### config.mk
export PLATFORM = sky130hd
export DESIGN_NAME = stream_prefetch_buffer
export DESIGN_NICKNAME = d
export VERILOG_FILES = /design/src/rtl/stream_prefetch_pkg.sv /design/src/rtl/spb_entry.sv /design/src/rtl/stream_prefetch_buffer.sv
export SDC_FILE = /design/constraint.sdc
export NUM_CORES = 2
export LEC_CHECK = 0
export BUFFER_PORTS_ARGS = -buffer_cell sky130_fd_sc_hd__buf_2
export CORE_MARGIN = 1
export CORE_UTILIZATION = 60
export CTS_CLUSTER_DIAMETER = 50
export DETAILED_ROUTE_END_ITERATION = 10
export MAX_ROUTING_LAYER = met4
export PLACE_DENSITY = 0.8
export RECOVER_POWER = 50
export SETUP_SLACK_MARGIN = 0.02
export SYNTH_ARGS = -nofsm -noshare
export SYNTH_HDL_FRONTEND = slang
export SYNTH_HIERARCHICAL = 1
export SYNTH_SLANG_ARGS = --single-unit
### constraint.sdc
create_clock -name clk -period 5.91 [get_ports clk]
set_clock_uncertainty 0.15 [all_clocks]
set_input_delay 0.8865 -clock clk [delete_from_list [all_inputs] [get_ports clk]]
set_output_delay 0.8865 -clock clk [all_outputs]
set_load 0.005 [all_outputs]
### src/rtl/stream_prefetch_pkg.sv
// Shared types and AXI constants for the stream prefetch buffer.
// Optional perf counters are enabled by defining STREAM_PREFETCH_PERF_EN.
package stream_prefetch_pkg;

  typedef enum logic [1:0] {IDLE, AR, R, DRAIN} state_e;

  localparam logic [1:0] AXI_BURST_INCR = 2'b01;
  localparam logic [2:0] AXI_SIZE_4B    = 3'd2;
  localparam logic [1:0] AXI_RESP_OKAY  = 2'b00;

  function automatic int clog2(input int v);
    int r;
    r = 0;
    for (int i = 0; i < 31; i++) begin
      if ((1 << i) < v) r = i + 1;
    end
    return r;
  endfunction

endpackage

### src/rtl/spb_entry.sv
// One prefetch ring slot: tag, valid bit and a line of data words.
// Single-cycle word write; invalidate has priority over validate.
module spb_entry
  import stream_prefetch_pkg::*;
#(
  parameter int LINE_WORDS = 8,
  parameter int TAG_W      = 27,
  parameter int IDX_W      = 3
) (
  input  logic                    clk,
  input  logic                    resetn,
  input  logic                    clear_i,
  input  logic                    wr_en_i,
  input  logic [IDX_W-1:0]        wr_idx_i,
  input  logic [31:0]             wr_dat_i,
  input  logic                    set_vld_i,
  input  logic [TAG_W-1:0]        set_tag_i,
  input  logic [TAG_W-1:0]        cmp_tag_i,
  output logic                    match_o,
  output logic [32*LINE_WORDS-1:0] line_o
);

  logic             valid_q;
  logic [TAG_W-1:0] tag_q;
  logic [31:0]      data_q [LINE_WORDS];

  always_ff @(posedge clk or negedge resetn) begin
    if (!resetn) begin
      valid_q <= 1'b0;
      tag_q   <= '0;
    end else if (clear_i) begin
      valid_q <= 1'b0;
    end else if (set_vld_i) begin
      valid_q <= 1'b1;
      tag_q   <= set_tag_i;
    end
  end

  always_ff @(posedge clk or negedge resetn) begin
    if (!resetn) begin
      for (int k = 0; k < LINE_WORDS; k++) data_q[k] <= '0;
    end else if (wr_en_i) begin
      data_q[wr_idx_i] <= wr_dat_i;
    end
  end

  assign match_o = valid_q && (tag_q == cmp_tag_i);

  always_comb begin
    line_o = '0;
    for (int k = 0; k < LINE_WORDS; k++) line_o[32*k +: 32] = data_q[k];
  end

endmodule

### src/rtl/stream_prefetch_buffer.sv
// Sequential-line prefetch ring between cache refill and an AXI3 read port; hit lookup is combinational.
// Perf counters present only when STREAM_PREFETCH_PERF_EN is defined; one burst outstanding at most.
module stream_prefetch_buffer
  import stream_prefetch_pkg::*;
#(
  parameter int DEPTH      = 4,
  parameter int LINE_WORDS = 8,
  parameter int AXI_ID     = 3,
  parameter int PAGE_BITS  = 12
) (
  input  logic                     clk,
  input  logic                     resetn,
  input  logic                     restart,
  input  logic [31:0]              restart_addr,
  input  logic [31:0]              lookup_addr,
  output logic                     hit,
  output logic [32*LINE_WORDS-1:0] hit_line,
  input  logic                     take,
  output logic [3:0]               arid,
  output logic [31:0]              araddr,
  output logic [3:0]               arlen,
  output logic [2:0]               arsize,
  output logic [1:0]               arburst,
  output logic                     arvalid,
  input  logic                     arready,
  input  logic [3:0]               rid,
  input  logic [31:0]              rdata,
  input  logic [1:0]               rresp,
  input  logic                     rlast,
  input  logic                     rvalid,
  output logic                     rready
`ifdef STREAM_PREFETCH_PERF_EN
  ,
  output logic [31:0]              perf_hit_cnt,
  output logic [31:0]              perf_miss_cnt
`endif
);

  localparam int OFF_W  = clog2(LINE_WORDS) + 2;
  localparam int TAG_W  = 32 - OFF_W;
  localparam int PTR_W  = clog2(DEPTH);
  localparam int CNT_W  = PTR_W + 1;
  localparam int WIDX_W = clog2(LINE_WORDS);
  localparam int PG_W   = PAGE_BITS - OFF_W;

  state_e           state_q, state_d;
  logic [PTR_W-1:0] head_q, head_d, fill_q, fill_d;
  logic [CNT_W-1:0] count_q, count_d;
  logic [TAG_W-1:0] next_line_q, next_line_d;
  logic             active_q, active_d, err_q, err_d;
  logic [WIDX_W-1:0] beat_q, beat_d;

  logic [DEPTH-1:0]          match, clear, wr_en, set_vld;
  logic [32*LINE_WORDS-1:0]  line [DEPTH];
  logic [TAG_W-1:0]          lookup_line, restart_line, next_line_inc;
  logic [PTR_W-1:0]          hit_idx;
  logic [CNT_W-1:0]          pop_n;
  logic take_fire, r_beat, r_last, d_last, beat_err, fill_ok;
  logic unused_addr_bits;

  assign lookup_line      = lookup_addr[31:OFF_W];
  assign restart_line     = restart_addr[31:OFF_W];
  assign next_line_inc    = next_line_q + TAG_W'(1);
  assign unused_addr_bits = ^{restart_addr[OFF_W-1:0], lookup_addr[OFF_W-1:0]};

  for (genvar i = 0; i < DEPTH; i++) begin : g_ent
    spb_entry #(.LINE_WORDS(LINE_WORDS), .TAG_W(TAG_W), .IDX_W(WIDX_W)) u_ent (
      .clk       (clk),
      .resetn    (resetn),
      .clear_i   (clear[i]),
      .wr_en_i   (wr_en[i]),
      .wr_idx_i  (beat_q),
      .wr_dat_i  (rdata),
      .set_vld_i (set_vld[i]),
      .set_tag_i (next_line_q),
      .cmp_tag_i (lookup_line),
      .match_o   (match[i]),
      .line_o    (line[i])
    );
  end

  always_comb begin
    hit      = 1'b0;
    hit_idx  = '0;
    hit_line = '0;
    for (int i = 0; i < DEPTH; i++) begin
      if (match[i]) begin
        hit      = 1'b1;
        hit_idx  = PTR_W'(i);
        hit_line = hit_line | line[i];
      end
    end
  end

  // Popping runs from head through the hit slot inclusive.
  assign pop_n     = {1'b0, PTR_W'(hit_idx - head_q)} + CNT_W'(1);
  assign take_fire = take && hit && !restart;
  assign r_beat    = (state_q == R) && rvalid && (rid == 4'(AXI_ID));
  assign r_last    = r_beat && rlast;
  assign d_last    = (state_q == DRAIN) && rvalid && rlast && (rid == 4'(AXI_ID));
  assign beat_err  = (rresp != AXI_RESP_OKAY);
  assign fill_ok   = r_last && !restart && !err_q && !beat_err;

  always_comb begin
    clear   = '0;
    wr_en   = '0;
    set_vld = '0;
    for (int i = 0; i < DEPTH; i++) begin
      wr_en[i]   = r_beat && (fill_q == PTR_W'(i));
      set_vld[i] = fill_ok && (fill_q == PTR_W'(i));
      clear[i]   = restart ||
                   (take_fire && ({1'b0, PTR_W'(PTR_W'(i) - head_q)} < pop_n));
    end
  end

  always_comb begin
    state_d     = state_q;
    head_d      = head_q;
    count_d     = count_q;
    next_line_d = next_line_q;
    active_d    = active_q;
    fill_d      = fill_q;
    beat_d      = beat_q;
    err_d       = err_q;

    if (take_fire) begin
      head_d  = head_q + pop_n[PTR_W-1:0];
      count_d = count_q - pop_n;
    end
    if (fill_ok) count_d = count_d + CNT_W'(1);

    case (state_q)
      IDLE: if (!restart && active_q && (count_q < CNT_W'(DEPTH))) begin
        state_d = AR;
        fill_d  = head_q + count_q[PTR_W-1:0];
      end
      AR: if (arready) begin
        state_d = restart ? DRAIN : R;
        beat_d  = '0;
        err_d   = 1'b0;
      end else if (restart) begin
        state_d = IDLE;
      end
      R: if (restart) begin
        state_d = r_last ? IDLE : DRAIN;
      end else if (r_beat) begin
        beat_d = beat_q + WIDX_W'(1);
        if (beat_err) err_d = 1'b1;
        if (rlast) begin
          state_d = IDLE;
          if (fill_ok) begin
            next_line_d = next_line_inc;
            if (next_line_inc[PG_W-1:0] == '0) active_d = 1'b0;
          end else begin
            active_d = 1'b0;
          end
        end
      end
      DRAIN: if (d_last) state_d = IDLE;
      default: state_d = IDLE;
    endcase

    if (restart) begin
      head_d      = '0;
      count_d     = '0;
      next_line_d = restart_line + TAG_W'(1);
      active_d    = (restart_line[PG_W-1:0] != '1);
    end
  end

  always_ff @(posedge clk or negedge resetn) begin
    if (!resetn) begin
      state_q     <= IDLE;
      head_q      <= '0;
      count_q     <= '0;
      next_line_q <= '0;
      active_q    <= 1'b0;
      fill_q      <= '0;
      beat_q      <= '0;
      err_q       <= 1'b0;
    end else begin
      state_q     <= state_d;
      head_q      <= head_d;
      count_q     <= count_d;
      next_line_q <= next_line_d;
      active_q    <= active_d;
      fill_q      <= fill_d;
      beat_q      <= beat_d;
      err_q       <= err_d;
    end
  end

  assign arvalid = (state_q == AR);
  assign araddr  = {next_line_q, {OFF_W{1'b0}}};
  assign arid    = 4'(AXI_ID);
  assign arlen   = 4'(LINE_WORDS - 1);
  assign arsize  = AXI_SIZE_4B;
  assign arburst = AXI_BURST_INCR;
  assign rready  = (state_q == R) || (state_q == DRAIN);

`ifdef STREAM_PREFETCH_PERF_EN
  logic [31:0] perf_hit_q, perf_miss_q;

  always_ff @(posedge clk or negedge resetn) begin
    if (!resetn) begin
      perf_hit_q  <= '0;
      perf_miss_q <= '0;
    end else begin
      if (take_fire && (perf_hit_q != 32'hFFFF_FFFF)) perf_hit_q <= perf_hit_q + 32'd1;
      if (restart && (perf_miss_q != 32'hFFFF_FFFF)) perf_miss_q <= perf_miss_q + 32'd1;
    end
  end

  assign perf_hit_cnt  = perf_hit_q;
  assign perf_miss_cnt = perf_miss_q;
`endif

endmodule

Word-level counts from Yosys, hierarchy flattened

Cells that the tools add are included.
W data, S select, Z words.

Add/sub/neg operators: 13
Order comparisons: 7
Eq/ne operators: 22
Mux-type cells: 60
Bitwise logic cells: 8
Reduce and logical (&&, ||, !) cells: 62

Operators with widths:

| kind                    | count |
|---|---|
| $bwmux W256             | 4 |
| $mux W256               | 4 |
| $or A256 B256 Y256      | 3 |
| $mux W27                | 5 |
| $eq A27 B27 Y1          | 4 |
| $demux W32 S3           | 1 |
| $add A27 B1 Y27 const B | 2 |
| $mux W32                | 1 |
| $logic_and A1 B1 Y1     | 30 |
| $mux W1                 | 24 |
| $mux W2                 | 12 |
| $reduce_bool A2 Y1      | 11 |
| $mux W3                 | 6 |
| $lt A2 B3 Y1            | 4 |
| $reduce_and A4 Y1       | 3 |
| $ne A2 B2 Y1 const B    | 5 |
| $reduce_and A2 Y1       | 5 |
| $reduce_and A5 Y1       | 2 |
| $eq A2 B2 Y1 const B    | 4 |
| $pmux W2 S4             | 1 |
| $logic_not A7 Y1        | 1 |
| $ne A7 B7 Y1 const B    | 1 |
| $add A3 B1 Y3 const B   | 2 |
| $ne A3 B2 Y1 const B    | 2 |
| 20 further kinds        | 35 |

Bits in registers: 1177
Input port bits: 109
Output and inout bits: 304
Logic and storage cells: 220

Logic depth before layout (Yosys ltp)

Depth after elaboration: 12
Depth in mapped cells: 23
Mapped depth without buffers: 19

By module

The synthesis kept the hierarchy.

By module, submodules not included:

| module                 | times used | cells an instance | area an instance (um^2) | seq. area each (um^2) |
|---|---|---|---|---|
| spb_entry              | 4          | 646               | 10923.0                 | 7106.8 |
| stream_prefetch_buffer | 1          | 1314              | 8784.7                  | 1026.0 |

Least setup slack after synthesis

Ideal clock, no wire load.

Path type: input to register
Start: input port lookup_addr[5]
End: register g_ent[1].u_ent.tag_q[0]
Setup time: 0.125 ns
Data arrival time: 4.802 ns
Data required time: 5.635 ns
Setup slack: 0.834 ns
Stages: 23
Path buffers: 4
Path through: xnor2_1 nand4_1 or4_1 nor4_1 clkbuf_1 clkbuf_1 inv_1 a21o_1 inv_1 ha_1 xor2_1 xnor2_1 ha_1 inv_1 ha_1 nor2_1 nor2_1 nor2_1 o21ai_0 nor2b_1 buf_2 buf_2 mux2_2

Elaborated cells between the ends (all ways): 24
Those cells by class: 2 x add/sub; 1 x order compare; 4 x eq/ne; 7 x mux; 1 x bitwise; 9 x reduce/logical

RTL lines:

| what                                 | line                          | source |
|---|---|---|
| start, declared                      | stream_prefetch_buffer.sv:15  | `input logic [31:0] lookup_addr,` |
| $eq A27 B27 Y1 *                     | spb_entry.sv:47               | `assign match_o = valid_q && (tag_q == cmp_tag_i);` |
| $logic_and A1 B1 Y1 *                | spb_entry.sv:47               |  |
| via match[2]                         | stream_prefetch_buffer.sv:53  | `logic [DEPTH-1:0] match, clear, wr_en, set_vld;` |
| $mux W2 (2 in a row)                 | stream_prefetch_buffer.sv:87  | `if (match[i]) begin` |
| $sub A2 B2 Y2                        | stream_prefetch_buffer.sv:96  | `assign pop_n = {1'b0, PTR_W'(hit_idx - head_q)} + CNT_W'(1);` |
| $add A2 B1 Y3                        | stream_prefetch_buffer.sv:96  |  |
| $lt A2 B3 Y1                         | stream_prefetch_buffer.sv:112 | `(take_fire && ({1'b0, PTR_W'(PTR_W'(i) - head_q)} < pop_n));` |
| $logic_and A1 B1 Y1 *                | stream_prefetch_buffer.sv:112 |  |
| $logic_or A1 B1 Y1 *                 | stream_prefetch_buffer.sv:111 | `clear[i] = restart \|\|` |
| via clear[1]                         | stream_prefetch_buffer.sv:53  |  |
| $not A1 Y1 (no source line) *        | --                            |  |
| $reduce_and A2 Y1 (no source line) * | --                            |  |
| end signal, assigned                 | spb_entry.sv:35               | `tag_q <= set_tag_i;` |
| end, declared                        | spb_entry.sv:24               | `logic [TAG_W-1:0] tag_q;` |

The timed path passes the listed nets; every way through them passes the cells marked *.
A chain may end at the register's enable or synchronous reset.

Worst setup path in the final report

Start: register g_ent[1].u_ent.tag_q[4]
End: output port hit_line[151]

Cells in the longest elaborated chain, start to end: 7

RTL lines:

| what                  | line                         | source |
|---|---|---|
| $eq A27 B27 Y1 *      | spb_entry.sv:47              |  |
| $logic_and A1 B1 Y1 * | spb_entry.sv:47              |  |
| via match[1]          | stream_prefetch_buffer.sv:53 |  |
| $mux W256 *           | stream_prefetch_buffer.sv:87 |  |
| $or A256 B256 Y256    | stream_prefetch_buffer.sv:90 | `hit_line = hit_line \| line[i];` |
| $mux W256 *           | stream_prefetch_buffer.sv:87 |  |
| $or A256 B256 Y256    | stream_prefetch_buffer.sv:90 |  |
| $mux W256 *           | stream_prefetch_buffer.sv:87 |  |
| end, declared         | stream_prefetch_buffer.sv:17 | `output logic [32*LINE_WORDS-1:0] hit_line,` |

Marked as above.

==> flow_summary.yaml <==
synth:
  synth-warning-count: 6
  ys_seq_elements: 1177
  synth_top_area_share: 0.561
  avgSynthCellArea_um2: 13.5
  synth_cell_types: 63
  synth_area_um2: 52500
  synth-edff-count: 0
  yosys.cell_count.top_type: "dfrtp_1"
  ys.flop_type: "dfrtp_1"
  yosys-top-cells-count: "dfrtp_1 (1,177), mux2_2 (1,115), a22oi_1 (513)"
  yosys-top-cells-area: "dfrtp_1 (56%), mux2_2 (24%), a22oi_1 (7.3%), xnor2_1 (2.3%), nand2_1 (2.2%)"
  syn_inst: 3898
  ys_async_sr_fraction: 1.00
  yosysTopAreaCell: "dfrtp_1"
  synth.yosys.seq_area_share: 0.561
drt:
  drtIter0Drc: 2844
  drt_pass1_iterations: 5
  route.met2.wl_um: 69100
  highest-signal-layer: "met4"
  wl_per_cell_um: 25.2
  wl_met3_um: 7310
  routed_wl_um: 138000
  drc: 0
  viasPerCell: 6.30
  vias: 34600
  ant_nets: 0
  wl_met1_um: 55900
grt:
  grt_max_degree: 171
  track_usage: 0.323
  grt_pass1_wl_um: 214000
  grt_pass1_vias: 35900
  grt_antenna_before_repair: 5
  gr-total-overflow: 0
floorplanning:
  die_h_um: 298
  die_x_um: 298
  io-pin-count: 413
  die-area_um2: 88600
  start_util: 0.605
  core_area_um2: 86800
  rows: 108
layout:
  layout.cells.non_filler: 5489
  layout-drive-gt1-share: 0.413
  fillers: 6041
  fin_nets: 4357
  syn_to_final_growth_pct: 13.3
placed_design:
  post-dp-hpwl_um: 81300
  place_inst: 5253
  gp_congestion: 0.885
  post-place-ws_ns: 0.422
  io_buffers: 384
run_status:
  violations: "capacitance limit, slew limit"
  status: "finished with violations"
sta:
  final_hold_viol_count: 0
  fin_ws_ns: 0.465
  setup_viol: 0
  fmax_mhz: 184
  relSlewSlack: -0.842
  min_period_ns: 5.44
  fin_crit_sh: 0.921
  tns_ns: 0
  worstMarginPinSlew_ns: 2.76
  rsz0062_at_grt: "false"
  slew_viol_final: 1073
clocking:
  post_cts_resized: 0
  insertion_delay_ns: 0.72
  cts_sinks: 1177
  cts_hold_buf: 0
  cts_buffers: 131
  clk_path_buf_depth: 3
  cts_tree: "yes"
  h-tree-depth: 4
  clk_pin_slew_worst_paths_ns: 0.06
  clockRootBuffer: "clkbuf_16"
  cts_setup_buffers: 0
pwr:
  p_leak_uw: 0.0304
  peakVddDrop_v: 0.000251
  p_per_area_nw_per_um2: 292
setup_path:
  critPathCaptureType: "output pin"
  required_ns: 4.87
  crit_type: "reg2out"
  critPathLaunchType: "flip-flop"
  worstPathArrival_ns: 4.41
  cp_max_fo: 155
flow_run:
  maxCapViolations: 16
hold_path:
  hold_path_class: "in2reg"
area by class of cell:
class,instances,area (um^2),share of cell area
diodes,3,7.51,0.000126
clock buffers,190,3900,0.0655
clock inverters,43,512,0.00861
inverters,23,86.3,0.00145
multi-input cells,2442,21600,0.363
flip-flops and latches,1177,29500,0.495
well taps,1155,1450,0.0243
repair buffers,456,2510,0.0422
registers in the layout, summed over array words and instances, names as in the netlist:
signal               cells
g_ent.u_ent/line_o    1024
g_ent.u_ent/tag_q      108
next_line_q             27
g_ent.u_ent/valid_q      4
beat_q                   3
count_q                  3
fill_q                   2
head_q                   2
state_q                  2
active_q                 1
err_q                    1
placed cells by master, fill, tap and decap left out, drive strengths merged, types with 18 or more instances in the layout:
cell type / count
xor2: 19
clkbuf: 225
xnor2: 136
nand2: 303
nor2: 53
conb: 18
buf: 421
dfrtp: 1177
nand4: 50
inv: 34
nand3: 18
mux2: 1135
a22oi: 513
clkinv: 22
power by group:
group / leakage [uW] / switching [uW] / internal (uW) / total [uW]
clock: 0.00217 / 3300 / 4920 / 8220
sequential: 0.0164 / 211 / 8210 / 8420
combinational: 0.0119 / 462 / 246 / 708
worst max-delay path: stages, from the launching register on:
cell	delay, ns
dfrtp_1	0.39
xnor2_1	0.15
nand4_1	0.17
or4_1	0.60
nor4_2	0.35
buf_12	0.58
buf_4	0.77
a22oi_1	0.18
nand2_1	0.24
buf_2	0.16
final timing paths:
path	startpoint	to	slack [ns]	cells after the start
worst max-delay path	g_ent[1].u_ent/tag_q[4]	hit_line[151]	0.47	9
worst max register to register	g_ent[1].u_ent/tag_q[4]	g_ent[1].u_ent/tag_q[18]	1.07	20
worst min register to register	g_ent[0].u_ent/line_o[68]	g_ent[0].u_ent/line_o[68]	0.34	1
max in group asynchronous	resetn	g_ent[3].u_ent/line_o[236]	0.94	3
worst min-delay path	restart_addr[5]	next_line_q[0]	0.21	2
min in group asynchronous	resetn	g_ent[2].u_ent/line_o[78]	0.87	1
through the flow:
step	total power [uW]	util	instance area, um^2	hold slack, ns
after floorplan	8790	-	52500	0.309
after global placement	9250	0.637	55300	0.318
after detailed placement	9280	0.637	55300	0.326
after CTS	17500	0.688	59700	0.0847
after global routing	17900	0.685	59500	0.220
final	17300	0.685	59500	0.212
metal layers:
metal / vias up / global-route usage
met5: - / -
met4: 0 / 0.137
met3: 270 / 0.0497
met2: 1131 / 0.522
met1: 18200 / 0.407
li1: 14900 / -
cells by family after synthesis:
group | after synthesis | share of synthesized area
and+or+nand+nor | 529 | 0.0512
AOI/OAI and AO/OA | 574 | 0.0811
adders and majority gates | 17 | 0.00420
DFF | 1177 | 0.561
buffers and inverters | 295 | 0.0300
muxes | 1149 | 0.246
xor gates and xnor gates | 155 | 0.0259
other | 2 | 0.000143
Power figures use the tool's default switching activity.
